--- config.mk ---
export PLATFORM = sky130hd
export DESIGN_NAME = seq_pair_detect_cnt
export DESIGN_NICKNAME = d
export VERILOG_FILES = /design/src/rtl/seq_pair_detect_cnt.sv
export SDC_FILE = /design/constraint.sdc
export NUM_CORES = 1
export LEC_CHECK = 0
export CORE_MARGIN = 2
export CORE_UTILIZATION = 34
export DETAILED_ROUTE_END_ITERATION = 7
export SYNTH_ARGS = -nofsm -noshare
export SYNTH_HDL_FRONTEND = slang
export SYNTH_SLANG_ARGS = --single-unit
--- constraint.sdc ---
create_clock -name clk -period 1.5 [get_ports clk]
set_input_delay 0.15 -clock clk [delete_from_list [all_inputs] [get_ports clk]]
set_output_delay 0.15 -clock clk [all_outputs]
set_load 0.1 [all_outputs]
--- src/rtl/seq_pair_detect_cnt.sv ---
// Two-pattern serial sequence detector with saturating per-pattern run counters,
// optional gap timeout and a registered threshold alarm.
module seq_pair_detect_cnt #(
    parameter int               PAT_W   = 3,
    parameter logic [PAT_W-1:0] PAT_A   = 3'b101,
    parameter logic [PAT_W-1:0] PAT_B   = 3'b100,
    parameter int               THRESH  = 2,
    parameter int               CNT_W   = 4,
    parameter bit               OVERLAP = 1'b1,
    parameter int               MAX_GAP = 0
) (
    input  logic             clk,
    input  logic             rst,
    input  logic             en,
    input  logic             x,
    output logic             hit_a,
    output logic             hit_b,
    output logic [CNT_W-1:0] cnt_a,
    output logic [CNT_W-1:0] cnt_b,
    output logic             z
);

    localparam int FILL_W = $clog2(PAT_W + 1);
    localparam int GAP_W  = (MAX_GAP > 0) ? $clog2(MAX_GAP + 1) : 1;

    localparam logic [FILL_W-1:0] FILL_FULL = FILL_W'(PAT_W);
    localparam logic [FILL_W-1:0] FILL_ARM  = FILL_W'(PAT_W - 1);
    localparam logic [GAP_W-1:0]  GAP_LAST  = GAP_W'((MAX_GAP > 0) ? MAX_GAP - 1 : 0);
    localparam logic [CNT_W-1:0]  CNT_MAX   = '1;
    localparam logic [CNT_W-1:0]  THR       = CNT_W'(THRESH);

    logic [PAT_W-1:0]  win_q, win_d;
    logic [FILL_W-1:0] fill_q, fill_d;
    logic [GAP_W-1:0]  gap_q, gap_d;
    logic [CNT_W-1:0]  cnt_a_q, cnt_a_d;
    logic [CNT_W-1:0]  cnt_b_q, cnt_b_d;
    logic              hit_a_q, hit_a_d;
    logic              hit_b_q, hit_b_d;
    logic              z_q, z_d;

    logic [PAT_W-1:0] next_win;
    logic             armed;
    logic             m_a;
    logic             m_b;

    // A match needs PAT_W bits accepted since reset (or since the last match when non-overlapping).
    assign next_win = {win_q[PAT_W-2:0], x};
    assign armed    = (fill_q >= FILL_ARM);
    assign m_a      = armed && (next_win == PAT_A);
    assign m_b      = armed && (next_win == PAT_B);

    always_comb begin
        win_d   = win_q;
        fill_d  = fill_q;
        gap_d   = gap_q;
        cnt_a_d = cnt_a_q;
        cnt_b_d = cnt_b_q;
        hit_a_d = 1'b0;
        hit_b_d = 1'b0;
        // NOTE: z is evaluated outside the enable so it keeps tracking the held counters.
        z_d     = (cnt_a_q >= THR) || (cnt_b_q >= THR);

        if (en) begin
            win_d   = next_win;
            hit_a_d = m_a;
            hit_b_d = m_b;
            if (fill_q != FILL_FULL) fill_d = fill_q + 1'b1;

            if (m_a || m_b) begin
                gap_d = '0;
                if (!OVERLAP) fill_d = '0;
                if (m_a && (cnt_a_q != CNT_MAX)) cnt_a_d = cnt_a_q + 1'b1;
                if (m_b && (cnt_b_q != CNT_MAX)) cnt_b_d = cnt_b_q + 1'b1;
                if (m_a && !m_b) cnt_b_d = '0;
                if (m_b && !m_a) cnt_a_d = '0;
            end else if (MAX_GAP > 0) begin
                if (gap_q == GAP_LAST) begin
                    gap_d   = '0;
                    cnt_a_d = '0;
                    cnt_b_d = '0;
                end else begin
                    gap_d = gap_q + 1'b1;
                end
            end
        end
    end

    always_ff @(posedge clk) begin
        if (rst) begin
            win_q   <= '0;
            fill_q  <= '0;
            gap_q   <= '0;
            cnt_a_q <= '0;
            cnt_b_q <= '0;
            hit_a_q <= 1'b0;
            hit_b_q <= 1'b0;
            z_q     <= 1'b0;
        end else begin
            win_q   <= win_d;
            fill_q  <= fill_d;
            gap_q   <= gap_d;
            cnt_a_q <= cnt_a_d;
            cnt_b_q <= cnt_b_d;
            hit_a_q <= hit_a_d;
            hit_b_q <= hit_b_d;
            z_q     <= z_d;
        end
    end

    assign hit_a = hit_a_q;
    assign hit_b = hit_b_q;
    assign cnt_a = cnt_a_q;
    assign cnt_b = cnt_b_q;
    assign z     = z_q;

endmodule

== Word level (Yosys, flattened, before mapping) ==
Index checks and enable logic that the tools add are counted.
Word-level totals
  register bits after elaboration: 15
  input port bits: 4
Cells by class
  multiplexer cells: 4
  bitwise gates (word level): 1
  reduce and logical (&&, ||, !) cells: 16
  eq/ne operators: 5
  $add $sub $neg: 3
  $lt $le $gt $ge: 3
Operators with widths (count)
  4-bit two-way mux: 4
  4-bit by 1-bit adder with 4-bit output (second input constant): 2
  4-bit by 2-bit greater-or-equal comparator with 1-bit output (second input constant): 2
  4-bit != test (second input constant): 2
  3-bit equality test (second input constant): 2
  1-bit logical AND: 6
  3-bit AND reduction: 2
  2-bit nonzero test: 2
  2-bit by 1-bit adder with 2-bit output (second input constant): 1
  2-bit greater-or-equal comparator (second input constant): 1
  1-bit zero test: 2
  1-bit logical OR: 2
  2-bit != test (second input constant): 1
  2-bit AND reduction: 1
  2-bit OR reduction: 1
  1-bit inverter: 1

== Depth between registers and ports, before layout ==
Gate-level depths: netlist (run 1).
  depth after elaboration: 6
  depth in mapped cells: 6
  gate-level depth less buffers: 5

== Worst setup path before layout (run 1) ==
Ideal clock, no wire load.
  kind: reg-to-reg
  from: register cnt_a_q[0], in the netlist cnt_a[0]
  to: register cnt_a_q[0], in the netlist cnt_a[0]
  clock period less this slack: 1974 ps
  required time: 1426 ps
  arrival: 1900 ps
  slack: -474 ps
  stages on the path, launching flop included: 5
  cell sequence: dfxtp_1 ha_1 and3_1 or4_1 a31oi_1
Between the ends
  longest elaborated chain between the ends: 4
  elaborated cells on any way between the ends: 7
RTL lines
  start, declared: line 35  | logic [CNT_W-1:0] cnt_a_q, cnt_a_d;
  start signal, assigned: line 102  | cnt_a_q <= cnt_a_d;
  branches (longest 4 deep; another with 4-bit by 1-bit adder with 4-bit output)
Several ways; the timed one is not identified. The select of a mux whose other input is x is not followed.
A chain may end at the register's enable or synchronous reset.

== Final worst setup path (run 1) ==
Ends and elaborated chain as after synthesis.

==> qor.txt, run 1 <==
outcome - finished, final reports clean
total gr overflow - 0
cells taking the most area after synthesis - dfxtp_1, ha_1, a31oi_1
H-tree levels - 1
Finished Core Util - 54.48%
cell area after placement - 1161 sq um
Total GRT Usage - 15.22%
post-route fraction of the period consumed by the critical path - 95.38%
sequential cell area fraction in the yosys report - 38.34%
fraction of final layout cells sized beyond drive strength 1 - 33.63%
final setup vio count - 0
number of flip-flops and latches in the synthesized netlist - 15
clock root buffer master - clkbuf_4
Area Overhead vs Synth - 52.40%
1st-iter DRT viols - 25
hpwl dp - 1425 um
Slew HR - 63.43%
end of the worst register-to-register path - cnt_a[0]
Data required, critical path - 1.69 ns
Peak supply drop - 0.0005082 V
crit path launch type - flop
Routed WL - 1810 um
routed wire length per instance - 12.84 um
number of antenna-violating nets in the routed design - 0
areal power density over the cells - 616.4 nW/um^2
most frequent cell after synthesis - dfxtp_1
floorplan core area - 2191 sq um
number of max-capacitance violations reported - 0
final routed DRC violation total - 0
final-layout fill cell count - 190
number of synthesized flops with an enable pin - 0
GP Congestion - 0.7939
Num Clock Sinks - 15
post-synthesis cell type with the largest combined area - dfxtp_1
placed cell count - 137
pre-CTS setup slack - -0.07128 ns
Clock Skews - 0.002011 ns
setup slack after layout - 0.06934 ns
kind of critical path - reg2reg
Skew-Pair Late Insertion Delay - 0.27 ns
number of antenna violations at the first check in global routing - 0
cell area after technology mapping - 783.3 sq um
Critical Path Sink Type - flop
total number of vias - 774
Yosys Warn Count - 0
worst-case clock buffer depth - 2
post-route cell area - 1194 sq um
Worst Path Max Fanout - 5
largest net degree at the start of global routing - 16
setup repair after global routing missed its margin - true
maximum achievable frequency - 699.0 MHz
number of global-route vias before repair - 727
overall power - 0.7358 mW
prevailing post-synth register cell - dfxtp_1
Final min period - 1.431 ns
nets - 124
total of buffers placed on input and output ports - 14
clock tree from TritonCTS - built
path class of the lowest-slack min-delay path - reg2reg
Final Hold Fails - 0
first-pass GRT wire length - 3111 um
FP Rows - 17
clock transition at the register clock pins on the worst setup and hold paths after CTS - 0.09 ns
Worst-Margin Slew - 0.5469 ns
end point of the worst hold path - win_q[0]
synthesized net count - 99
Die Area - 2703 sq um
synthesized instance count - 89
slowest cell delay on critical path - 0.49 ns
Die H - 52.00 um
width of the die - 52.00 um
Hold Crit Depth - 2
number of top-level pins - 15
commonest cells in the synthesized netlist - dfxtp_1, a31oi_1, ha_1, nor2_1
mean post-synth cell area - 8.801 sq um
Sum Neg Setup Slack - 0 ns
count of pins over their slew limit - 0
LEAKAGE - 0.4485 nW
worst path arrival time - 1.62 ns
Worst R2R Path Depth - 4
launching point of the worst reg2reg path - cnt_a[0]
ys async rst share - 0%
Reg2Reg Setup Slack - 0.07 ns
Distinct cells, synth - 32
sequence of cells on the critical path - ha_4 > and3_1 > or4_1 > a31oi_1
standard cell with the maximum stage delay on the critical path - or4_1
post-layout instance count excluding filler cells - 141
hold path start - win_q[0]
First-pass DRT Iterations - 4
share of the synthesized area in the top cell type - 38.34%
starting density of the core - 35.75%
worst hold slack - 0.5507 ns
CTS Buf Count - 3
post-DR vias/cell - 5.489
diode count - 0
[layout make-up]
class | count | area, sq um | share of cell area [%]
Sequential cell | 15 | 324.1 | 27.15
Tap cell | 28 | 35.03 | 2.935
Inverter | 5 | 18.77 | 1.572
Timing Repair Buffer | 24 | 325.3 | 27.25
Multi-Input combinational cell | 65 | 464.2 | 38.89
Clock buffer | 4 | 26.28 | 2.201
[routing by layer]
metal / wire [um] / part of all wire (%) / up-vias / GRT usage (%)
met5: 0 / 0 / - / 0
met4: 14 / 0.77 / 0 / 5.263
met3: 75 / 4.1 / 2 / 2.874
met1: 842 / 47 / 371 / 19.30
li1: - / - / 383 / -
met2: 877 / 48 / 18 / 25.53
[state kept, by name (all words and copies together) (netlist names)]
signal  flops
cnt_a       4
cnt_b       4
fill_q      2
hit_a       1
hit_b       1
win_q       2
z           1
[kinds of logic (layout without fill, tap and decap cells)]
| kind of cell | count (synthesis) | in the layout | share of synthesized area, % |
|---|---|---|---|
| xor gates and xnor gates | 1 | 1 | 1.118 |
| buffers and inverters | 9 | 33 | 4.313 |
| and+or+nand+nor | 31 | 31 | 23.01 |
| AOI/OAI and AO/OA | 25 | 25 | 21.09 |
| DFF | 15 | 15 | 38.34 |
| adders and majority gates | 6 | 6 | 9.584 |
| muxes | 2 | 2 | 2.556 |
[critical path: cells and delay by family, from the launching register on]
| kind | cells | cell delay [ns] |
|---|---|---|
| AND/OR/NAND/NOR | 2 | 0.69 |
| flip-flops | 1 | 0.36 |
| adder cells (fa/ha/maj) | 1 | 0.17 |
| AO/OA/AOI/OAI | 1 | 0.13 |
[cells in the final DEF (no fill, tap or decap), drive strengths merged, types with 2 or more instances in the layout]
cell type / n
clkdlybuf4s50: 3
nand3b: 3
inv: 5
o21ai: 5
nor2: 6
ha: 6
a31oi: 9
nor4: 2
a211oi: 5
nand3: 4
dfxtp: 15
clkbuf: 4
mux2i: 2
nand2: 3
and3: 3
buf: 21
[how the worst max path moves through the flow]
stage | cells after the start | start | end | slack, ns
2_1_floorplan | 4 | cnt_a[0] | cnt_a[0] | -0.02
5_1_grt | 6 | fill_q[0] | cnt_b[3] | -0.01
6_report | 4 | cnt_a[0] | cnt_a[0] | 0.07
4_1_cts | 4 | fill_q[1] | cnt_a[0] | 0.02
3_5_place_dp | 5 | en | cnt_b[3] | -0.07
3_3_place_gp | 4 | en | cnt_a[0] | -0.03
[where the power goes]
part / switching, mW / total (mW) / internal [mW]
Combinational: 0.0559 / 0.105 / 0.0493
Clock: 0.119 / 0.222 / 0.103
Sequential: 0.00846 / 0.409 / 0.400
[repair_timing]
| item | 4_1_cts | 5_1_grt |
|---|---|---|
| hold buffers | 0 | 0 |
| setup buffers | 0 | 0 |
| endpoints found under the setup margin | 0 | 6 |
| resized for setup | 0 | 3 |
| hold endpoints to repair | 0 | 0 |
No activity file was read; power rests on OpenSTA's default activity.
==> run 2, diff against run 1 <==
SETUP_SLACK_MARGIN = 0.3   (was not set)
TNS_END_PERCENT = 5   (was not set)
==> qor.txt, run 2 (synthesized netlist as in run 1, its figures left out) <==
Slew HR - 79.05% (+16 points)
Data required, critical path - 1.73 ns (+0.04 ns)
kind of critical path - reg2reg
worst-case clock buffer depth - 2 (unchanged)
Die H - 52.00 um (unchanged)
Skew-Pair Late Insertion Delay - 0.29 ns (+0.02 ns)
pre-CTS setup slack - -0.007452 ns (+0.06382 ns)
number of antenna-violating nets in the routed design - 0 (unchanged)
Worst-Margin Slew - 0.3142 ns (-0.2326 ns)
First-pass DRT Iterations - 4 (unchanged)
post-route fraction of the period consumed by the critical path - 87.54% (-7.8 points)
areal power density over the cells - 612.3 nW/um^2 (-0.66%)
Final Hold Fails - 0 (unchanged)
largest net degree at the start of global routing - 16 (unchanged)
total number of vias - 777 (+0.39%)
count of pins over their slew limit - 0 (unchanged)
Critical Path Sink Type - flop
clock transition at the register clock pins on the worst setup and hold paths after CTS - 0.10 ns (about the same)
LEAKAGE - 0.4586 nW (+2.2%)
H-tree levels - 1 (unchanged)
routed wire length per instance - 13.86 um (+8.0%)
number of max-capacitance violations reported - 0 (unchanged)
maximum achievable frequency - 761.5 MHz (+8.9%)
Die Area - 2703 sq um (unchanged)
cell area after placement - 1121 sq um (-3.4%)
outcome - finished, final reports clean
FP Rows - 17 (unchanged)
post-route cell area - 1255 sq um (+5.1%)
Total GRT Usage - 16.69% (+1.5 points)
nets - 125 (+0.81%)
Peak supply drop - 0.0005039 V (-0.85%)
setup slack after layout - 0.1868 ns (+0.1175 ns)
Clock Skews - 0.01299 ns (+0.01098 ns)
final-layout fill cell count - 183 (-3.7%)
starting density of the core - 35.75% (unchanged)
GP Congestion - 0.8010 (+0.89%)
number of top-level pins - 15 (unchanged)
CTS Buf Count - 3 (unchanged)
Final min period - 1.313 ns (-0.1175 ns)
clock tree from TritonCTS - built
final routed DRC violation total - 0 (unchanged)
Num Clock Sinks - 15 (unchanged)
Area Overhead vs Synth - 60.22%
path class of the lowest-slack min-delay path - reg2reg
number of global-route vias before repair - 733 (+0.83%)
floorplan core area - 2191 sq um (unchanged)
width of the die - 52.00 um (unchanged)
total area of multi-input combinational cells - 508.0 sq um (+9.4%)
first-pass GRT wire length - 3284 um (+5.6%)
Worst Path Max Fanout - 4 (-1)
Sum Neg Setup Slack - 0 ns (unchanged)
post-DR vias/cell - 5.472 (-0.32%)
fraction of final layout cells sized beyond drive strength 1 - 42.11% (+8.5 points)
1st-iter DRT viols - 19 (-24%)
final setup vio count - 0 (unchanged)
hpwl dp - 1250 um (-12%)
overall power - 0.7684 mW (+4.4%)
number of antenna violations at the first check in global routing - 0 (unchanged)
register area - 325.3 sq um (+0.39%)
diode count - 0 (unchanged)
clock root buffer master - clkbuf_4
worst path arrival time - 1.54 ns (-0.08 ns)
total gr overflow - 0 (unchanged)
crit path launch type - flop
setup repair after global routing missed its margin - true
total of buffers placed on input and output ports - 14 (unchanged)
top library cells by usage in the layout, fill and taps aside - buf_12, a31oi_1, buf_4
worst hold slack - 0.5413 ns (-0.009354 ns)
most frequent standard cell in the layout excluding fill and tap cells - buf_12
Routed WL - 1968 um (+8.7%)
[run 2: worst paths after layout]
check | end | from | cells past startpoint | slack, ns
setup / recovery | cnt_a[0] | cnt_a[0] | 4 | 0.19
hold / removal | win_q[0] | win_q[0] | 2 | 0.54
setup reg to reg | cnt_a[0] | cnt_a[0] | 4 | 0.19
hold reg to reg | win_q[0] | win_q[0] | 2 | 0.54
[run 2: timing repair]
item	CTS	global route
endpoints found under the setup margin	10	12
pin swaps	3	5
hold buffers	0	0
buffers inserted	7	0
resized for setup	8	7
[run 2: metrics by stage]
step,std cells,util [%]
5_1_grt,142,57.28
6_report,142,57.28
2_1_floorplan,89,-
4_1_cts,142,56.08
3_5_place_dp,131,51.17
3_3_place_gp,131,51.17
[run 2: area by class of cell]
class | instances | share of cell area, %
clock buffer | 3 | 1.795
clock inverter | 1 | 0.3988
inverter | 5 | 1.496
multi-input combinational | 65 | 40.48
sequential | 15 | 25.92
tap | 28 | 2.792
timing repair buffer | 25 | 27.12
[run 2: routing by layer]
layer	GRT usage [%]	share of wire, %
met5	0	0
met4	9.649	2.1
met3	5.747	5.5
met2	27.64	50
met1	18.31	43
[run 2: critical path: stages (launching register included)]
cell	delay, ns
dfxtp_4	0.38
ha_4	0.15
and3_4	0.18
or4_4	0.40
a31oi_1	0.13
[run 2: power by group]
part / total [mW] / internal (mW) / leakage (nW) / switching [mW]
Sequential: 0.409 / 0.401 / 0.128 / 0.00800
Combinational: 0.121 / 0.0578 / 0.313 / 0.0629
Clock: 0.239 / 0.0992 / 0.0177 / 0.139
==> run 3, diff against run 2 <==
CTS_BUF_LIST = sky130_fd_sc_hd__clkbuf_4 sky130_fd_sc_hd__clkbuf_8   (was not set)
==> results of run 3 <==
Final layout, timing and power as in run 2 (identical DEF).
